## src/rtl/uart_rx_fifo_if.sv

```systemverilog
// Receive-side ready/valid bus of the UART receiver: FIFO head data, occupancy and pop strobe.
// The receiver uses the master modport; the consumer uses the slave modport.
interface uart_rx_fifo_if #(
  parameter int DATA_BITS  = 8,
  parameter int FIFO_DEPTH = 8
);
  localparam int LW = $clog2(FIFO_DEPTH) + 1;

  logic [DATA_BITS-1:0] rx_data_o;
  logic                 rx_valid_o;
  logic                 rx_ready_i;
  logic [LW-1:0]        fifo_level_o;

  modport master (
    output rx_data_o,
    output rx_valid_o,
    output fifo_level_o,
    input  rx_ready_i
  );

  modport slave (
    input  rx_data_o,
    input  rx_valid_o,
    input  fifo_level_o,
    output rx_ready_i
  );
endinterface

```

## src/rtl/uart_rx_fifo.sv

```systemverilog
// UART receiver with centre sampling, optional parity and false-start rejection, feeding a
// first-word-fall-through FIFO; framing, parity and overrun errors are one-cycle pulses.
module uart_rx_fifo #(
  parameter int CLKS_PER_BIT = 868,
  parameter int DATA_BITS    = 8,
  parameter int PARITY_EN    = 0,
  parameter int PARITY_ODD   = 0,
  parameter int FIFO_DEPTH   = 8,
  parameter int SYNC_STAGES  = 2
) (
  input  logic           sys_clk_i,
  input  logic           sys_rst_ni,
  input  logic           uart_rx_i,
  uart_rx_fifo_if.master rx_bus,
  output logic           busy_o,
  output logic           frame_err_o,
  output logic           parity_err_o,
  output logic           overrun_o
);

  localparam int CW = $clog2(CLKS_PER_BIT);
  localparam int BW = $clog2(DATA_BITS + 1);
  localparam int AW = $clog2(FIFO_DEPTH);
  localparam logic [CW-1:0] HALF_LOAD = CW'(CLKS_PER_BIT / 2 - 1);
  localparam logic [CW-1:0] FULL_LOAD = CW'(CLKS_PER_BIT - 1);
  localparam logic [BW-1:0] LAST_BIT  = BW'(DATA_BITS - 1);

  typedef enum logic [2:0] {
    S_IDLE,
    S_START,
    S_DATA,
    S_PARITY,
    S_STOP,
    S_BREAK
  } state_t;

  state_t                 state_reg, state_next;
  logic [SYNC_STAGES-1:0] sync_reg;
  logic                   line_prev_reg;
  logic                   line_s;
  logic [CW-1:0]          baud_cnt_reg, baud_cnt_next;
  logic [BW-1:0]          bit_cnt_reg, bit_cnt_next;
  logic [DATA_BITS-1:0]   shift_reg, shift_next;
  logic                   parity_bit_reg, parity_bit_next;
  logic                   tick;
  logic                   parity_ok;
  logic                   frame_done;
  logic                   frame_err_det;
  logic                   parity_err_det;

  logic [AW:0]            wptr_reg, rptr_reg;
  logic [AW:0]            level;
  logic [DATA_BITS-1:0]   mem_reg [FIFO_DEPTH];
  logic [FIFO_DEPTH-1:0]  wr_en;
  logic                   full;
  logic                   empty;
  logic                   do_pop;
  logic                   do_push;
  logic                   frame_err_reg, parity_err_reg, overrun_reg;

  // Synchronizer idles high so reset never looks like a start edge.
  always_ff @(posedge sys_clk_i or negedge sys_rst_ni) begin
    if (!sys_rst_ni) begin
      sync_reg      <= '1;
      line_prev_reg <= 1'b1;
    end else begin
      sync_reg      <= {sync_reg[SYNC_STAGES-2:0], uart_rx_i};
      line_prev_reg <= line_s;
    end
  end

  assign line_s    = sync_reg[SYNC_STAGES-1];
  assign tick      = (baud_cnt_reg == '0);
  assign parity_ok = (PARITY_EN == 0) || ((^shift_reg ^ parity_bit_reg) == 1'(PARITY_ODD));

  always_ff @(posedge sys_clk_i or negedge sys_rst_ni) begin
    if (!sys_rst_ni) begin
      state_reg      <= S_IDLE;
      baud_cnt_reg   <= '0;
      bit_cnt_reg    <= '0;
      shift_reg      <= '0;
      parity_bit_reg <= 1'b0;
    end else begin
      state_reg      <= state_next;
      baud_cnt_reg   <= baud_cnt_next;
      bit_cnt_reg    <= bit_cnt_next;
      shift_reg      <= shift_next;
      parity_bit_reg <= parity_bit_next;
    end
  end

  always_comb begin
    state_next      = state_reg;
    baud_cnt_next   = baud_cnt_reg;
    bit_cnt_next    = bit_cnt_reg;
    shift_next      = shift_reg;
    parity_bit_next = parity_bit_reg;
    frame_done      = 1'b0;
    frame_err_det   = 1'b0;
    parity_err_det  = 1'b0;
    case (state_reg)
      S_IDLE: begin
        if (line_prev_reg && !line_s) begin
          baud_cnt_next = HALF_LOAD;
          bit_cnt_next  = '0;
          state_next    = S_START;
        end
      end
      S_START: begin
        if (!tick) begin
          baud_cnt_next = baud_cnt_reg - 1'b1;
        end else if (line_s) begin
          state_next = S_IDLE;
        end else begin
          baud_cnt_next = FULL_LOAD;
          state_next    = S_DATA;
        end
      end
      S_DATA: begin
        if (!tick) begin
          baud_cnt_next = baud_cnt_reg - 1'b1;
        end else begin
          shift_next    = {line_s, shift_reg[DATA_BITS-1:1]};
          baud_cnt_next = FULL_LOAD;
          if (bit_cnt_reg == LAST_BIT) begin
            bit_cnt_next = '0;
            state_next   = (PARITY_EN != 0) ? S_PARITY : S_STOP;
          end else begin
            bit_cnt_next = bit_cnt_reg + 1'b1;
          end
        end
      end
      S_PARITY: begin
        if (!tick) begin
          baud_cnt_next = baud_cnt_reg - 1'b1;
        end else begin
          parity_bit_next = line_s;
          baud_cnt_next   = FULL_LOAD;
          state_next      = S_STOP;
        end
      end
      S_STOP: begin
        if (!tick) begin
          baud_cnt_next = baud_cnt_reg - 1'b1;
        end else if (!line_s) begin
          // A low stop bit may be a line break; hold off until the line recovers.
          frame_err_det = 1'b1;
          state_next    = S_BREAK;
        end else begin
          frame_done     = parity_ok;
          parity_err_det = !parity_ok;
          state_next     = S_IDLE;
        end
      end
      S_BREAK: begin
        if (line_s) begin
          state_next = S_IDLE;
        end
      end
      default: state_next = S_IDLE;
    endcase
  end

  assign level   = wptr_reg - rptr_reg;
  assign full    = (level == (AW + 1)'(FIFO_DEPTH));
  assign empty   = (level == '0);
  assign do_pop  = !empty && rx_bus.rx_ready_i;
  // When full, a same-cycle pop frees the slot the write pointer aliases.
  assign do_push = frame_done && (!full || do_pop);

  for (genvar gi = 0; gi < FIFO_DEPTH; gi++) begin : g_wr_en
    assign wr_en[gi] = do_push && (wptr_reg[AW-1:0] == AW'(gi));
  end

  always_ff @(posedge sys_clk_i or negedge sys_rst_ni) begin
    if (!sys_rst_ni) begin
      for (int i = 0; i < FIFO_DEPTH; i++) begin
        mem_reg[i] <= '0;
      end
    end else begin
      for (int i = 0; i < FIFO_DEPTH; i++) begin
        if (wr_en[i]) begin
          mem_reg[i] <= shift_reg;
        end
      end
    end
  end

  always_ff @(posedge sys_clk_i or negedge sys_rst_ni) begin
    if (!sys_rst_ni) begin
      wptr_reg       <= '0;
      rptr_reg       <= '0;
      frame_err_reg  <= 1'b0;
      parity_err_reg <= 1'b0;
      overrun_reg    <= 1'b0;
    end else begin
      if (do_push) begin
        wptr_reg <= wptr_reg + 1'b1;
      end
      if (do_pop) begin
        rptr_reg <= rptr_reg + 1'b1;
      end
      frame_err_reg  <= frame_err_det;
      parity_err_reg <= parity_err_det;
      overrun_reg    <= frame_done && full && !do_pop;
    end
  end

  assign rx_bus.rx_data_o    = mem_reg[rptr_reg[AW-1:0]];
  assign rx_bus.rx_valid_o   = !empty;
  assign rx_bus.fifo_level_o = level;
  assign busy_o              = (state_reg != S_IDLE);
  assign frame_err_o         = frame_err_reg;
  assign parity_err_o        = parity_err_reg;
  assign overrun_o           = overrun_reg;

endmodule

```

## src/flat_wrapper.sv

```systemverilog
// flat-port wrapper written by rule: the top's interface ports become plain ports
module uart_rx_fifo_flat 
#(
  parameter int CLKS_PER_BIT = 868,
  parameter int DATA_BITS    = 8,
  parameter int PARITY_EN    = 0,
  parameter int PARITY_ODD   = 0,
  parameter int FIFO_DEPTH   = 8,
  parameter int SYNC_STAGES  = 2
)
  (sys_clk_i, sys_rst_ni, uart_rx_i, busy_o, frame_err_o, parity_err_o, overrun_o, rx_bus_rx_data_o, rx_bus_rx_valid_o, rx_bus_fifo_level_o, rx_bus_rx_ready_i);
  uart_rx_fifo_if #(.DATA_BITS(DATA_BITS), .FIFO_DEPTH(FIFO_DEPTH)) rx_bus_i ();
  input  logic sys_clk_i;
  input  logic sys_rst_ni;
  input  logic uart_rx_i;
  output logic busy_o;
  output logic frame_err_o;
  output logic parity_err_o;
  output logic overrun_o;
  output wire logic [$bits(rx_bus_i.rx_data_o)-1:0] rx_bus_rx_data_o;
  output wire logic [$bits(rx_bus_i.rx_valid_o)-1:0] rx_bus_rx_valid_o;
  output wire logic [$bits(rx_bus_i.fifo_level_o)-1:0] rx_bus_fifo_level_o;
  input wire logic [$bits(rx_bus_i.rx_ready_i)-1:0] rx_bus_rx_ready_i;
  assign rx_bus_rx_data_o = rx_bus_i.rx_data_o;
  assign rx_bus_rx_valid_o = rx_bus_i.rx_valid_o;
  assign rx_bus_fifo_level_o = rx_bus_i.fifo_level_o;
  assign rx_bus_i.rx_ready_i = rx_bus_rx_ready_i;
  uart_rx_fifo #(.CLKS_PER_BIT(CLKS_PER_BIT), .DATA_BITS(DATA_BITS), .PARITY_EN(PARITY_EN), .PARITY_ODD(PARITY_ODD), .FIFO_DEPTH(FIFO_DEPTH), .SYNC_STAGES(SYNC_STAGES)) u_core (.sys_clk_i(sys_clk_i), .sys_rst_ni(sys_rst_ni), .uart_rx_i(uart_rx_i), .rx_bus(rx_bus_i), .busy_o(busy_o), .frame_err_o(frame_err_o), .parity_err_o(parity_err_o), .overrun_o(overrun_o));
endmodule
```

## config.mk

```make
export PLATFORM = sky130hd
export DESIGN_NAME = uart_rx_fifo_flat
export DESIGN_NICKNAME = d
export VERILOG_FILES = /design/src/rtl/uart_rx_fifo_if.sv /design/src/rtl/uart_rx_fifo.sv /design/src/flat_wrapper.sv
export SDC_FILE = /design/constraint.sdc
export NUM_CORES = 1
export LEC_CHECK = 0
export CORE_AREA = 3 3 94 96
export DETAILED_ROUTE_END_ITERATION = 10
export DIE_AREA = 0 0 97 99
export DONT_BUFFER_PORTS = 1
export HOLD_SLACK_MARGIN = 0.08
export PLACE_DENSITY = 0.89
export SYNTH_ARGS = -nofsm -noshare
export SYNTH_HDL_FRONTEND = slang
export SYNTH_SLANG_ARGS = --single-unit
export TNS_END_PERCENT = 1
```

## constraint.sdc

```tcl
create_clock -name sys_clk_i -period 4.72 [get_ports sys_clk_i]
set_clock_uncertainty 0.05 [all_clocks]
set_input_delay 0.236 -clock sys_clk_i [delete_from_list [all_inputs] [get_ports sys_clk_i]]
set_output_delay 0.236 -clock sys_clk_i [all_outputs]
set_load 0.05 [all_outputs]
```

==> qor.txt <==
final number of setup-violating endpoints -> 0
clock share of power -> 0.245
worst r2r dst -> u_core.mem_reg[63]$_DFFE_PN0P_
Die Ht -> 99 µm
CP Launch Type -> flip-flop
Logic pwr share -> 0.285
worst flop-to-flop path startpoint -> u_core.rptr_reg[2]$_DFFE_PN0P_
fillers -> 546
post-synth top area share -> 0.4866
syn_nets -> 416
status -> complete, no violations
hold path startpoint -> u_core.sync_reg[0]$_DFF_PN1_
hold_ws -> 0.3201 ns
maximum clock rate -> 0.2667 GHz
DR DRC count -> 0
reg2reg path depth -> 7
sw frac -> 0.3710
ANT nets after route -> 0
Peak VDD IR -> 179.6 µV
Die ar. -> 9603 µm²
H-tree Lvls -> 3
worst setup path class -> reg -> reg
TritonCTS clock tree -> yes
Worst-Margin Slew -> 0.8622 ns
Arrival @ worst endpoint -> 3.95 ns
clk sinks -> 102
share of power burned in registers -> 0.470
post-layout instance count excluding filler cells -> 503
CP max stage delay -> 0.63 ns
clk buf depth -> 2
Worst-Skew Late Latency -> 0.36 ns
minimum setup slack among reg-to-reg paths -> 0.97 ns
Yosys top cell by area -> dfrtp_1
Worst Hold End -> u_core.sync_reg[1]$_DFF_PN1_
postcts setup bufs -> 0
commonest cells in the netlist -> dfrtp_1, mux2_2, nand2_1
Worst slew margin -> 0.4209
initial DRC count -> 276
number of flops mapped to enable cells by yosys -> 0
most frequent cell after synthesis -> dfrtp_1
final-report hold violation count -> 0
crit share post-route -> 0.7943
Initial Util -> 0.6259
Slowest cell on crit path -> dfrtp_1
Max FO, Critical Path -> 11
ys flop type -> dfrtp_1
maxcap violations -> 0
Hold Path Cell Cnt -> 0
sequential area share after synthesis -> 0.5021
warnings from Yosys -> 0
top post-synthesis cells by area -> dfrtp_1, mux2_2, mux4_2, ha_1, nand2_1
Multi-input gate area -> 2365 µm²
DR pass1 iterations -> 5
Post-synth ARST share -> 1.000
vias -> 3155
clk root buf -> clkbuf_8
HPWL Detailed -> 6.628 mm
P_leak -> 2.512 nW
WL/cell -> 19.50 µm
vias per cell -> 6.272
Layout area overhead -> 5.382%
grt total ovfl -> 0
WL final -> 9.807 mm
HP Class -> reg -> reg
# diodes -> 0
fin crit period -> 3.749 ns
RSZ-0062 raised after global routing -> no
Seq. cell area -> 2556 µm²
crit end category -> flip-flop
Syn Inst Count -> 399
syn avg cell area -> 12.76 µm²
first-pass GRT wire length -> 16.50 mm
Final Core Density -> 0.6596
Port Buf Inserts -> 0
Total GRT Usage -> 0.2153
Die Wd -> 97 µm
post-synth cell types -> 56
largest net degree at the start of global routing -> 103
layout cells sized above 1 -> 0.2889
Largest register FFs -> 64
sw power -> 0.0007997 W
pwr dens -> 401.8 nW/µm²
initial antenna violation count -> 0
Final GP Congestion -> 0.9035
Yosys reg bits -> 102
internal power -> 0.001356 W
row cnt -> 33
Setup TNS -> 0 ns
CP required -> 4.92 ns
vias in the first global route -> 3211
Core Area -> 8134 µm²
worst-path cell chain -> clkinv_1, ha_1, and3b_1, o21ai_0, a211o_1, and4_1, mux2_2
Mapped Area -> 5091 µm²
Top Ports -> 21
nets -> 410
CTS Buf Count -> 9
Worst-path clk slew -> 0.10 ns
Post-Place Cells -> 483
final max-slew violation count -> 0
-- power by group through the flow --
stage / combinational (W) / clock [W] / sequential, W
2_1_floorplan: 0.000520 / 0 / 0.000995
3_3_place_gp: 0.000563 / 0 / 0.00102
3_5_place_dp: 0.000594 / 0 / 0.00103
4_1_cts: 0.000618 / 0.000536 / 0.00101
5_1_grt: 0.000675 / 0.000570 / 0.00102
6_report: 0.000614 / 0.000527 / 0.00101
-- repair_timing --
action / in CTS / in global routing
hold buffers: 4 / 0
hold endpoints to repair: 106 / 0
resized for setup: 0 / 0
-- routing by layer --
metal | vias up | share of wire | GRT usage
li1 | 1427 | - | -
met1 | 1631 | 0.44 | 0.2930
met2 | 87 | 0.51 | 0.3583
met3 | 10 | 0.036 | 0.03680
met4 | 0 | 0.014 | 0.06695
met5 | - | 0 | 0
-- through the flow --
stage / power (W) / setup slack (ns) / cell area (µm²)
floorplan: 0.001515 / 1.239 / 5091
global placement: 0.001586 / 1.260 / 5116
detailed placement: 0.001621 / 1.045 / 5116
CTS: 0.002164 / 0.9979 / 5365
global route: 0.002269 / 0.7758 / 5365
finish: 0.002156 / 0.9710 / 5365
-- worst max-delay path by stage --
stage | from | endpoint | slack (ns) | depth (start not counted)
after floorplan | u_core.rptr_reg[1]$_DFFE_PN0P_ | u_core.rptr_reg[1]$_DFFE_PN0P_ | 1.24 | 8
after global placement | u_core.rptr_reg[2]$_DFFE_PN0P_ | u_core.mem_reg[57]$_DFFE_PN0P_ | 1.26 | 7
after detailed placement | u_core.rptr_reg[2]$_DFFE_PN0P_ | u_core.mem_reg[63]$_DFFE_PN0P_ | 1.05 | 7
after CTS | u_core.rptr_reg[2]$_DFFE_PN0P_ | u_core.mem_reg[63]$_DFFE_PN0P_ | 1.0 | 7
after global routing | u_core.rptr_reg[2]$_DFFE_PN0P_ | u_core.mem_reg[39]$_DFFE_PN0P_ | 0.78 | 7
final | u_core.rptr_reg[2]$_DFFE_PN0P_ | u_core.mem_reg[63]$_DFFE_PN0P_ | 0.97 | 7
-- cells in the final DEF, fill, tap and decap left out, drive strengths merged, types with 2 or more instances in the layout --
| cell | count |
|---|---|
| a211oi | 2 |
| a21o | 3 |
| a21oi | 9 |
| a31oi | 5 |
| and3 | 2 |
| buf | 3 |
| clkbuf | 10 |
| clkinv | 5 |
| dfrtp | 99 |
| dfstp | 3 |
| dlygate4sd3 | 3 |
| ha | 12 |
| inv | 13 |
| mux2 | 74 |
| mux2i | 3 |
| mux4 | 16 |
| nand2 | 37 |
| nand2b | 2 |
| nand3 | 4 |
| nand4 | 8 |
| nor2 | 18 |
| nor2b | 5 |
| nor3 | 7 |
| nor4 | 3 |
| o21ai | 14 |
| o31ai | 5 |
| or2 | 2 |
| or3 | 6 |
| xnor2 | 6 |
-- cell type report --
type,instances,share of cell area
flip-flops and latches,102,0.4764
multi-input cells,261,0.4408
clock buffers,10,0.02565
well taps,105,0.02449
repair buffers,6,0.01353
clock inverters,6,0.01003
inverters,13,0.009095
-- cells by family (layout without fill, tap and decap cells) --
group,Yosys count,count (layout),synth area share
DFF,102,102,0.5021
and+or+nand+nor,101,101,0.1214
muxes,93,93,0.2404
AOI/OAI and AO/OA,46,46,0.05653
buffers and inverters,36,35,0.03342
adders and majority gates,13,13,0.03342
xor gates and xnor gates,7,7,0.01204
other,1,1,0.0007366
-- critical path: cells and delay by family (launching register included) --
family,cells,cell delay (ns)
adder cells (fa/ha/maj),1,0.45
multiplexers,1,0.39
AO/OA/AOI/OAI,2,0.95
AND/OR/NAND/NOR,2,0.77
buffers and inverters,1,0.39
flip-flops,1,0.63
No activity file was read; power rests on OpenSTA's default activity.
